## config.mk

```make
export PLATFORM = sky130hd
export DESIGN_NAME = hdmi_video_port
export DESIGN_NICKNAME = d
export VERILOG_FILES = /design/src/rtl/hdmi_video_port.sv
export SDC_FILE = /design/constraint.sdc
export NUM_CORES = 1
export LEC_CHECK = 0
export ABC_AREA = 1
export CORE_MARGIN = 3
export CORE_UTILIZATION = 40
export CTS_CLUSTER_DIAMETER = 50
export DETAILED_ROUTE_END_ITERATION = 10
export SETUP_SLACK_MARGIN = 0.15
export SLEW_MARGIN = 25
export SYNTH_ARGS = -nofsm -noshare
export SYNTH_HDL_FRONTEND = slang
export SYNTH_SLANG_ARGS = --single-unit
export TNS_END_PERCENT = 50
```

## constraint.sdc

```tcl
create_clock -name i_clk -period 1.6 [get_ports i_clk]
set_input_delay 0.16 -clock i_clk [delete_from_list [all_inputs] [get_ports i_clk]]
set_output_delay 0.16 -clock i_clk [all_outputs]
set_load 0.05 [all_outputs]
```

## src/rtl/hdmi_video_port.sv

```systemverilog
// Registered video output stage: converts IRGB pixels to RGB through the fixed CGA map or a
// double-buffered 16-entry palette, with syncs and display enable kept cycle-aligned.
module hdmi_video_port #(
  parameter int COLOR_BITS  = 8,
  parameter int EXTRA_DELAY = 0
) (
  input  logic                    i_clk,
  input  logic                    i_reset_n,
  input  logic [3:0]              i_video,
  input  logic                    i_display_enable,
  input  logic                    i_hsync,
  input  logic                    i_vsync,
  input  logic                    i_hs_invert,
  input  logic                    i_vs_invert,
  input  logic                    i_mode_palette,
  input  logic                    i_pal_we,
  input  logic [3:0]              i_pal_addr,
  input  logic [3*COLOR_BITS-1:0] i_pal_data,
  input  logic                    i_pal_commit,
  output logic                    o_pal_pending,
  output logic [COLOR_BITS-1:0]   o_hdmi_red,
  output logic [COLOR_BITS-1:0]   o_hdmi_grn,
  output logic [COLOR_BITS-1:0]   o_hdmi_blu,
  output logic                    o_hdmi_hs,
  output logic                    o_hdmi_vs,
  output logic                    o_hdmi_de,
  output logic                    o_hdmi_clk
);

  localparam int CW = 3 * COLOR_BITS;
  localparam int PW = CW + 3;

  function automatic logic [COLOR_BITS-1:0] expandLevel(input logic [1:0] lvl);
    logic [COLOR_BITS-1:0] v;
    v = '0;
    for (int b = 0; b < COLOR_BITS; b++) begin
      v[COLOR_BITS-1-b] = (b % 2 == 0) ? lvl[1] : lvl[0];
    end
    return v;
  endfunction

  // Index 6 would be dark yellow; real CGA monitors pull green down to make brown.
  function automatic logic [CW-1:0] cgaColor(input logic [3:0] idx);
    logic [1:0] lr, lg, lb;
    lr = {idx[2], idx[3]};
    lg = {idx[1], idx[3]};
    lb = {idx[0], idx[3]};
    if (idx == 4'd6) lg = 2'b01;
    return {expandLevel(lr), expandLevel(lg), expandLevel(lb)};
  endfunction

  logic [3:0]    r_s1_video;
  logic          r_s1_de, r_s1_hs, r_s1_vs, r_s1_mode;
  logic          r_s1_vsraw, r_s1_vsraw_prev;
  logic          r_pending;
  logic [CW-1:0] r_shadow [16];
  logic [CW-1:0] r_active [16];
  logic [PW-1:0] r_s2;
  logic [PW-1:0] w_out;
  logic [CW-1:0] w_color;
  logic          w_vs_rise, w_copy;

  always_ff @(posedge i_clk or negedge i_reset_n) begin
    if (!i_reset_n) begin
      r_s1_video      <= '0;
      r_s1_de         <= 1'b0;
      r_s1_hs         <= 1'b0;
      r_s1_vs         <= 1'b0;
      r_s1_mode       <= 1'b0;
      r_s1_vsraw      <= 1'b0;
      r_s1_vsraw_prev <= 1'b0;
    end else begin
      r_s1_video      <= i_video;
      r_s1_de         <= i_display_enable;
      r_s1_hs         <= i_hsync ^ i_hs_invert;
      r_s1_vs         <= i_vsync ^ i_vs_invert;
      r_s1_mode       <= i_mode_palette;
      r_s1_vsraw      <= i_vsync;
      r_s1_vsraw_prev <= r_s1_vsraw;
    end
  end

  assign w_vs_rise = r_s1_vsraw & ~r_s1_vsraw_prev;
  assign w_copy    = w_vs_rise & (r_pending | i_pal_commit);

  // The bulk copy reads the shadow before this edge's write, so a same-cycle write waits for the next commit.
  always_ff @(posedge i_clk or negedge i_reset_n) begin
    if (!i_reset_n) begin
      for (int i = 0; i < 16; i++) begin
        r_shadow[i] <= cgaColor(4'(i));
        r_active[i] <= cgaColor(4'(i));
      end
      r_pending <= 1'b0;
    end else begin
      if (w_copy) r_active <= r_shadow;
      if (i_pal_we) r_shadow[i_pal_addr] <= i_pal_data;
      if (w_copy) r_pending <= 1'b0;
      else if (i_pal_commit) r_pending <= 1'b1;
    end
  end

  assign w_color = r_s1_mode ? r_active[r_s1_video] : cgaColor(r_s1_video);

  always_ff @(posedge i_clk or negedge i_reset_n) begin
    if (!i_reset_n) r_s2 <= '0;
    else            r_s2 <= {(r_s1_de ? w_color : {CW{1'b0}}), r_s1_hs, r_s1_vs, r_s1_de};
  end

  generate
    if (EXTRA_DELAY > 0) begin : g_delay
      logic [PW-1:0] r_dly [EXTRA_DELAY];
      always_ff @(posedge i_clk or negedge i_reset_n) begin
        if (!i_reset_n) begin
          for (int i = 0; i < EXTRA_DELAY; i++) r_dly[i] <= '0;
        end else begin
          r_dly[0] <= r_s2;
          for (int i = 1; i < EXTRA_DELAY; i++) r_dly[i] <= r_dly[i-1];
        end
      end
      assign w_out = r_dly[EXTRA_DELAY-1];
    end else begin : g_nodelay
      assign w_out = r_s2;
    end
  endgenerate

  assign o_hdmi_red    = w_out[PW-1 -: COLOR_BITS];
  assign o_hdmi_grn    = w_out[PW-1-COLOR_BITS -: COLOR_BITS];
  assign o_hdmi_blu    = w_out[PW-1-2*COLOR_BITS -: COLOR_BITS];
  assign o_hdmi_hs     = w_out[2];
  assign o_hdmi_vs     = w_out[1];
  assign o_hdmi_de     = w_out[0];
  assign o_pal_pending = r_pending;
  assign o_hdmi_clk    = i_clk;

endmodule

```

==> results of run 1 <==
-- registers in the layout, indices dropped and copies added (netlist names) --
| name | cells |
|---|---|
| r_active | 384 |
| r_s2 | 27 |
| r_s1_vsraw_prev | 1 |
| r_s1_mode | 1 |
| r_s1_hs | 1 |
| r_s1_vsraw | 1 |
| r_s1_vs | 1 |
| o_pal_pending | 1 |
| r_s1_video | 4 |
| r_s1_de | 1 |
| r_shadow | 384 |
-- report_power, final --
group	switching (µW)	internal (µW)	total [µW]
Clock	9410	14400	23900
Combinational	6650	5200	11800
Sequential	2670	26500	29100
-- worst max-delay path, cell delays in order (launching register included) --
cell and delay [ns]:
dfrtp_4 0.46, buf_12 0.17, clkinv_16 0.12, buf_12 0.16, buf_8 0.12, buf_6 0.12
nand2_2 0.06, nand2_2 0.05, a211oi_2 0.23, nand2_1 0.09, nand2_1 0.08, a21oi_2 0.06
-- final cells by class --
type                            count  area (µm²)  area share
Sequential cell                   806       20700       0.431
Clock inverter                     56         815      0.0170
Timing Repair inverter              9         193     0.00402
Tap cell                         1134        1420      0.0296
Multi-Input combinational cell   2490       12900       0.270
Timing Repair Buffer              511        8040       0.168
Inverter                          296        1160      0.0242
Clock buffer                      132        2700      0.0563
-- stage by stage --
step | power [µW] | worst slack [ns]
global placement | 37100 | -0.384
detailed placement | 37500 | -0.376
global route | 67800 | -0.339
finish | 64800 | -0.264
CTS | 63400 | -0.195
floorplan | 34000 | 0.123
-- metal layers --
metal	vias up	part of all wire
li1	13011	-
met2	1015	0.47
met1	14285	0.42
met5	-	0.00015
met4	2	0.042
met3	290	0.066
-- kinds of logic (layout without fill, tap and decap cells) --
family,count (synthesis),in the layout,synth area share
xor gates and xnor gates,2,2,0.000516
buffers and inverters,563,1004,0.0784
and+or+nand+nor,1698,1698,0.194
DFF,806,806,0.608
AOI/OAI and AO/OA,790,790,0.120
-- cells in the final DEF (no fill, tap or decap), types with 5 or more instances in the layout --
| cell type | count |
|---|---|
| nand2_4 | 92 |
| inv_6 | 7 |
| nand3_1 | 112 |
| a21oi_1 | 72 |
| o22ai_2 | 7 |
| dfrtp_1 | 415 |
| clkbuf_1 | 25 |
| a21oi_2 | 19 |
| dlygate4sd3_1 | 14 |
| inv_16 | 6 |
| dfrtp_2 | 5 |
| bufinv_16 | 15 |
| buf_12 | 131 |
| clkdlybuf4s50_1 | 40 |
| clkinvlp_4 | 11 |
| clkbuf_8 | 5 |
| o21ai_1 | 129 |
| buf_8 | 19 |
| o22ai_1 | 9 |
| buf_4 | 145 |
| o211ai_1 | 14 |
| clkbuf_16 | 128 |
| inv_2 | 5 |
| nor2_4 | 17 |
| nand2_2 | 176 |
| clkinv_2 | 13 |
| nand3_2 | 45 |
| buf_6 | 55 |
| a211oi_2 | 6 |
| dfstp_2 | 384 |
| nor2_2 | 19 |
| nand2_1 | 1046 |
| o21ai_2 | 130 |
| buf_16 | 79 |
| inv_1 | 288 |
| nor2_1 | 189 |
| clkinv_16 | 5 |
| o21ai_0 | 389 |
-- worst min-delay path by stage --
| stage | slack [ns] | from | cells past startpoint | endpoint |
|---|---|---|---|---|
| floorplan | -0.14 | i_reset_n | 0 | o_pal_pending |
| global placement | 0.07 | i_reset_n | 1 | r_shadow[85] |
| detailed placement | 0.08 | i_reset_n | 1 | r_shadow[85] |
| CTS | 0.02 | i_pal_data[1] | 3 | r_shadow[217] |
| global route | 0.06 | i_pal_data[9] | 3 | r_shadow[225] |
| finish | 0.02 | i_pal_data[1] | 3 | r_shadow[217] |
-- repair_timing --
item | 4_1_cts | 5_1_grt
endpoints found under the setup margin | 360 | 436
setup buffers | 69 | 10
resized for setup | 579 | 458
hold buffers | 14 | 0
cloned | 73 | 31
endpoints found under the hold margin | 621 | 0
pin swaps | 53 | 71
==> metrics, run 1 <==
Die ar.=0.0885 mm²; CTS tree=done; Final Cell Area=0.0479 mm²; fmax=537 MHz; met2 usage=0.407; filler instances=6985; GRT Total Usage=0.251; Tmin final=1.86 ns; vias in the first global route=28.3k; Worst setup SP type=register; sequential fraction of the synthesis area=0.608; crit path launch=r_s1_video[0]; IO Port Bufs=70; clock-pin transition on the worst setup and hold timing paths=0.06 ns; pins over their slew limit=0; share of layout cells above drive strength 1=0.360; Tightest Pin Transition=0.664 ns; R2R cell count=11; Arrival @ worst endpoint=2.52 ns; met1 Usage GRT=0.332; status=finished, violations left; grt total ovfl=0; final net count=4258; ys async rst share=1.00; Synth area leader=dfrtp_1; EDFF count, synth=0; DR DRC count=0; reg2reg setup slack=-0.26 ns; Avg Cell Area, Syn=8.80 µm²; TritonRoute pass-1 iters=5; crit end category=register; met3 GRT Util=0.0482; main flop type after synthesis=dfrtp_1; final period utilization=1.16; post-synthesis register bit count=806; Placed Area=0.0377 mm²; die height=297 µm; Synthesized Nets=3901; Max-Cap Viols=0; final core occ=0.570; crit path kind=register to register; reg2reg start=r_s1_video[0]; Clk Latency, worst-skew pair=0.79 ns; # IOs=71; drt total wl=116000 µm; first-pass GRT wire length=171000 µm; starting density of the core=0.405; Syn Inst Count=3859; Area growth syn-to-layout=41.0%; Worst Skew=0.0429 ns; most common cell in the netlist=nand2_1; Post-synth top cells=1314 x nand2_1, 565 x o21ai_0, 422 x dfrtp_1; crit path to=r_s2[3]; RSZ-0062 raised after global routing=yes; final-report hold violation count=0; Antenna diodes=0; PwrDens=1350 mW/mm²; crit-path max FO=8; Synth top area share=0.311; Yosys warnings=0; final worst slack=-0.264 ns; core area=0.0840 mm²; total number of vias=28.6k; R2R Path End=r_s2[3]; vias per inst=5.26; Slew HR=0.556; Setup violations, final=345; worst hold path class=input port to register; die width=297 µm; CP Data Required Time=2.25 ns; wire length per cell=21.4 µm; Cell variety after synth=28; post-DP HPWL=63700 µm; setup TNS=-26.31 ns; mapped cell area=0.0340 mm²; Inst Count DP=5050; GR peak layer=met2; largest cells by area after synthesis=dfrtp_1 31%, dfstp_2 30%, nand2_1 15%; row cnt=106; routability congestion estimate from global placement=0.828; largest net degree at the start of global routing=79; DRT antenna net count=0; initial drt markers=2523; Non-Filler Instances=5434; LEAKAGE=0.0221 µW; initial antenna violation count=2; Peak VDD IR=0.886 mV; Min Hold Slack=0.0229 ns; violated checks=negative setup slack
Note: power is estimated with default switching activity, not from simulation.
==> inputs of run 2 (changes only) <==
--- a/config.mk
+++ b/config.mk
@@ -5,7 +5,6 @@
 export SDC_FILE = /design/constraint.sdc
 export NUM_CORES = 1
 export LEC_CHECK = 0
-export ABC_AREA = 1
 export CORE_MARGIN = 3
 export CORE_UTILIZATION = 40
 export CTS_CLUSTER_DIAMETER = 50
==> run 2 against run 1 <==
Against the previous run: the flow still finishes with violations (negative setup slack); sequential power rose by 8.6%; utilization fell by 3.0 points; setup slack lost 0.092 ns; largest cell class unchanged; critical path type unchanged; sequential share of layout area increased by 3.4 points; hold slack better by 0.072 ns; final cell count decreased by 36%; die area down 2.0%; via count down 35%; fmax shrank 4.7%; largest power group unchanged; count of clock-buffer cells in the layout up 10; critical path depth is 5 lower; global-route usage decreased by 4.8 points.
==> metrics, run 2 <==
status=finished, violations left; violated checks=negative setup slack; final-report hold violation count=0 (unchanged); crit-path max FO=10 (+2); Post-synth top cells=720 x mux2_2, 422 x dfrtp_1, 384 x dfstp_2; crit path kind=register to register; share of layout cells above drive strength 1=0.732 (+0.372); GRT Total Usage=0.203 (-0.0477); Area growth syn-to-layout=33.5%; row cnt=105 (-0.94%); total number of vias=18.5k (-35%); commonest non-fill, non-tap cell in the layout=dfrtp_1; pins over their slew limit=0 (unchanged); fmax=511 MHz (-4.7%); Max-Cap Viols=0 (unchanged); die width=294 µm (-0.99%); final core occ=0.540 (-0.0303); crit end category=register; crit-path most repeated cell=buf_12; Clk Latency, worst-skew pair=0.76 ns (-0.03 ns); Inst Count DP=3169 (-37%); die height=294 µm (-0.99%); TritonRoute pass-1 iters=7 (+2); Tmin final=1.96 ns (+0.0920 ns); post-synthesis register bit count=806 (unchanged); Arrival @ worst endpoint=2.55 ns (+0.03 ns); drt total wl=86900 µm (-25%); # IOs=71 (unchanged); most frequent cells in the layout=413 x dfrtp_1, 384 x dfstp_2, 380 x mux2_4; largest cells by area after synthesis=dfrtp_1 32%, dfstp_2 30%, mux2_2 24%; initial antenna violation count=2 (unchanged); clock-pin transition on the worst setup and hold timing paths=0.05 ns (about the same); Reg area=0.0207 mm² (about the same); Slowest-stage cell, CP=dfrtp_4; Tightest Pin Transition=0.622 ns (-0.0414 ns); Yosys warnings=0 (unchanged); largest net degree at the start of global routing=88 (+11%); setup TNS=-62.19 ns (-35.89 ns); RSZ-0062 raised after global routing=yes; wire length per cell=25.1 µm (+17%); Synth area leader=dfrtp_1; Largest delay share family, worst path=multiplexers; total power=68300 µW (+5.3%); final period utilization=1.22 (+0.0575); filler instances=6401 (-8.4%); first-pass GRT wire length=132000 µm (-23%); DRT antenna net count=0 (unchanged); multi-input gate area in the final layout=0.0135 mm² (+4.8%); LEAKAGE=0.0190 µW (-14%); biggest regs=r_active: 384 flops, r_shadow: 384 flops, r_s2: 27 flops; sequential fraction of the synthesis area=0.620 (+0.0125); initial drt markers=1192 (-53%); starting density of the core=0.405 (about the same); Avg Cell Area, Syn=16.9 µm² (+93%); mapped cell area=0.0333 mm² (-2.0%); PwrDens=1540 mW/mm² (+13%); worst hold path class=input port to register; Worst setup SP type=register; Setup violations, final=409 (+19%); Worst Skew=0.0251 ns (-0.0178 ns); Syn Inst Count=1964 (-49%); core area=0.0822 mm² (-2.0%); post-DP HPWL=50100 µm (-21%); Synth top area share=0.317 (+0.00640); IO Port Bufs=70 (unchanged); vias in the first global route=20.5k (-27%); CTS tree=done; grt total ovfl=0 (unchanged); vias per inst=5.33 (+1.2%); ys async rst share=1.00 (unchanged); most common cell in the netlist=mux2_2; routability congestion estimate from global placement=0.775 (-6.5%); final worst slack=-0.356 ns (-0.0920 ns); DP Worst Slack=-0.446 ns (-0.0701 ns); Slew HR=0.584 (+0.0279); Cell variety after synth=37 (+32%); Die ar.=0.0867 mm² (-2.0%); Peak VDD IR=0.929 mV (+4.8%); cell chain of the critical path=buf_12 > buf_12 > buf_12 > mux4_2 > mux2i_1 > a311oi_2; WP buf/inv=3 (-2); Non-Filler Instances=3466 (-36%); CP Data Required Time=2.19 ns (-0.06 ns); DR DRC count=0 (unchanged); EDFF count, synth=0 (unchanged); final net count=2355 (-45%); Max stage delay on crit path=0.52 ns (+0.06 ns); Synthesized Nets=2006 (-49%); main flop type after synthesis=dfrtp_1
## run 2: cell count changes after synthesis, moves of 86 or more
cell	previous run	this run
nand2_1	1314	13
mux2_2	0	720
o21ai_0	565	5
inv_1	292	3
nor2_1	224	13
nand3_1	157	5
o21ai_1	86	0
## run 2: area by class of cell
cell class	count	area share
Sequential cell	806	0.465
Multi-Input combinational cell	1014	0.305
Timing Repair Buffer	389	0.123
Clock buffer	142	0.0659
Tap cell	1070	0.0301
Clock inverter	41	0.0110
Inverter	3	0.000253
Antenna cell	1	0.0000563
## run 2: cells by family after synthesis
logic type / count (synthesis) / share of synthesized area
AOI/OAI and AO/OA: 56 / 0.0123
DFF: 806 / 0.620
buffers and inverters: 144 / 0.0232
xor gates and xnor gates: 2 / 0.000526
muxes: 904 / 0.335
and+or+nand+nor: 52 / 0.00819
## run 2: what timing repair did
action | 4_1_cts | 5_1_grt
gates cloned | 36 | 3
endpoints found under the setup margin | 435 | 436
hold buffers | 11 | 0
pin swaps | 12 | 6
resized for setup | 363 | 157
hold endpoints to repair | 528 | 0
buffers inserted | 48 | 16
## run 2: worst register-to-register path: stages (launching register included)
cell      delay (ns)
dfrtp_4         0.52
buf_12          0.18
buf_12          0.12
buf_12          0.13
mux4_2          0.51
mux2i_1         0.20
a311oi_2        0.14
## run 2: path summary, 6_finish.rpt
kind                               startpoint       endpoint  slack, ns  depth (start not counted)
worst max-delay path            r_s1_video[0]        r_s2[3]      -0.36                          6
worst min-delay path             i_pal_commit  o_pal_pending        0.1                          3
worst max register to register  r_s1_video[0]        r_s2[3]      -0.36                          6
worst min register to register        r_s1_hs        r_s2[2]       0.35                          0
max in group asynchronous           i_reset_n       r_s2[14]       0.46                          3
min in group asynchronous           i_reset_n   r_shadow[10]       0.16                          2
## run 2: power by group
part	switching, µW	internal (µW)
registers	3390	28300
clock network	8820	14100
logic	4460	9280
total	16700	51600
## run 2: per-stage QoR
step	area, µm²	hold slack, ns
finish	44400	0.0953
global route	44400	0.0737
CTS	43600	0.0541
detailed placement	37200	0.0872
global placement	37200	0.0857
floorplan	33800	-0.136
## run 2: per-layer routing
layer  vias up  GRT usage  part of all wire
met5         -          0           0.00015
met3        93     0.0369             0.037
met1     10183      0.295              0.48
met4         2     0.0493             0.016
li1       7900          -                 -
met2       285      0.318              0.47
==> inputs of run 3 (changes only) <==
--- a/config.mk
+++ b/config.mk
@@ -5,12 +5,11 @@
 export SDC_FILE = /design/constraint.sdc
 export NUM_CORES = 1
 export LEC_CHECK = 0
-export CORE_MARGIN = 3
 export CORE_UTILIZATION = 40
 export CTS_CLUSTER_DIAMETER = 50
 export DETAILED_ROUTE_END_ITERATION = 10
 export SETUP_SLACK_MARGIN = 0.15
-export SLEW_MARGIN = 25
+export SLEW_MARGIN = 15
 export SYNTH_ARGS = -nofsm -noshare
 export SYNTH_HDL_FRONTEND = slang
 export SYNTH_SLANG_ARGS = --single-unit
==> constraint.sdc (replaced) <==
create_clock -name i_clk -period 2.4 [get_ports i_clk]
set_input_delay 0.24 -clock i_clk [delete_from_list [all_inputs] [get_ports i_clk]]
set_output_delay 0.24 -clock i_clk [all_outputs]
set_load 0.05 [all_outputs]
==> run 3 against run 2 <==
Against the previous run: the flow now finishes without violations; die area shrank 2.7%; non-clock buffer count shrank 216; combinational power shrank 51%; final cell count shrank 6.3%; via count shrank 6.1%; power shrank 37%; utilization shrank 6.0 points; largest power group unchanged; highest routed layer unchanged; sequential share of layout area grew 5.8 points; sequential power shrank 34%; count of clock-buffer cells in the layout shrank 9.
==> metrics, run 3 (synthesis results as in run 2) <==
status=finished, final reports clean; total number of vias=17.3k (-6.1%); crit path to=o_hdmi_blu[3]; die width=290 µm (-1.4%); post-DP HPWL=47000 µm (-6.1%); Die ar.=0.0844 mm² (-2.7%); worst hold path class=input port to async pin; reg2reg setup slack=0.25 ns (+0.61 ns); R2R Path End=r_s2[14]; crit-path max FO=1 (-9); setup TNS=0 ns (+62.19 ns); Largest delay share family, worst path=buffers and inverters; R2R cell count=4 (-2); Worst Skew=0.0256 ns (+0.000497 ns); drt total wl=78000 µm (-10%); CTS tree=done; Setup violations, final=0 (-100%); Max-Cap Viols=0 (unchanged); crit end category=output pin; Area growth syn-to-layout=18.6%; Clk Latency, worst-skew pair=0.76 ns (about the same); crit path launch=r_s2[6]; CP Data Required Time=2.16 ns (-0.03 ns); Clk pwr share=0.357 (+0.022); Slowest-stage cell, CP=clkdlybuf4s50_1; Int Pwr=32400 µW (-37%); pins over their slew limit=0 (unchanged); WP buf/inv=1 (-2); cell chain of the critical path=clkdlybuf4s50_1; final period utilization=0.934; die height=290 µm (-1.4%); Antenna diodes=0 (-1); largest net degree at the start of global routing=97 (+10%); routability congestion estimate from global placement=0.752 (-2.9%); row cnt=105 (unchanged); Placed Area=0.0360 mm² (-3.3%); starting density of the core=0.405 (unchanged); share of layout cells above drive strength 1=0.676 (-0.0564); Flop pwr share=0.486 (+0.022); biggest regs=r_active: 384 flops, r_shadow: 384 flops, r_s2: 27 flops; fmax=446 MHz; DR DRC count=0 (unchanged); Final Cell Area=0.0395 mm² (-11%); Tightest Pin Transition=0.767 ns (+0.145 ns); combinational share of power=0.157 (-0.044); Peak VDD IR=0.543 mV (-42%); Tmin final=2.24 ns; clock-pin transition on the worst setup and hold timing paths=0.06 ns (about the same); CP Depth=1 (-5); grt total ovfl=0 (unchanged); final net count=2140 (-9.1%); vias in the first global route=19.3k (-5.8%); commonest non-fill, non-tap cell in the layout=mux2_2; TritonRoute pass-1 iters=4 (-3); RSZ-0062 raised after global routing=yes; initial antenna violation count=4 (+2); Switch Pwr=10500 µW (-37%); LEAKAGE=0.0162 µW (-14%); # IOs=71 (unchanged); Max stage delay on crit path=0.86 ns (+0.34 ns); wire length per cell=24.0 µm (-4.3%); PwrDens=1090 mW/mm² (-29%); initial drt markers=937 (-21%); Sw Ratio=0.244 (about the same); final-report hold violation count=0 (unchanged); core area=0.0822 mm² (unchanged); crit path kind=register to output pin; DRT antenna net count=0 (unchanged); GRT Total Usage=0.191 (-0.0121); IO Port Bufs=70 (unchanged); Worst setup SP type=register; first-pass GRT wire length=122000 µm (-7.7%); most frequent cells in the layout=720 x mux2_2, 418 x dfrtp_1, 384 x dfstp_2; reg2reg start=r_s1_video[3]; Arrival @ worst endpoint=2.00 ns (-0.55 ns); vias per inst=5.33 (+0.14%); Slew HR=0.487 (-0.0971)
run 3: per-layer routing:
layer,up-vias,share of wire,GRT usage
met1,9513,0.47,0.272
met2,239,0.47,0.297
met5,-,0.00041,0
met4,6,0.021,0.0573
met3,104,0.037,0.0362
li1,7469,-,-
run 3: timing repair:
action	CTS	global route
gates resized for setup	6	3
buffers inserted	0	0
hold endpoints to repair	330	0
endpoints found under the setup margin	13	7
hold buffers	6	0
run 3: area by class of cell:
class,count,area (µm²)
sequential,806,20700
clock inverter,50,564
multi-input combinational,1014,11900
timing repair buffer,173,2110
tap,1070,1340
fill,6939,42800
inverter,3,11.3
clock buffer,133,2850
run 3: stage by stage:
stage / setup slack (ns) / hold WS [ns] / instances / power (µW) / util
2_1_floorplan: 0.443 / -0.0556 / 1964 / 25500 / -
3_3_place_gp: 0.288 / 0.193 / 3061 / 27500 / 0.438
3_5_place_dp: 0.274 / 0.190 / 3061 / 27900 / 0.438
4_1_cts: 0.0719 / 0.00101 / 3249 / 43300 / 0.480
5_1_grt: 0.116 / 0.0235 / 3249 / 44900 / 0.480
6_report: 0.160 / 0.00396 / 3249 / 42800 / 0.480
run 3: worst min-delay path by stage:
stage	startpoint	endpoint	slack, ns	cells past startpoint
final	i_reset_n	r_s2[14]	0.004	2
after global placement	i_reset_n	r_s2[14]	0.19	1
after CTS	i_reset_n	r_s2[14]	0.001	2
after floorplan	i_reset_n	o_pal_pending	-0.06	0
after detailed placement	i_reset_n	r_s2[14]	0.19	1
after global routing	i_reset_n	r_s2[14]	0.02	2
run 3: power groups by stage:
stage	clock network, µW	logic [µW]	registers [µW]
global route	16200	7310	21400
detailed placement	96.1	6810	21000
CTS	15700	6840	20800
floorplan	89.8	5080	20400
global placement	96.1	6530	20800
finish	15300	6730	20800
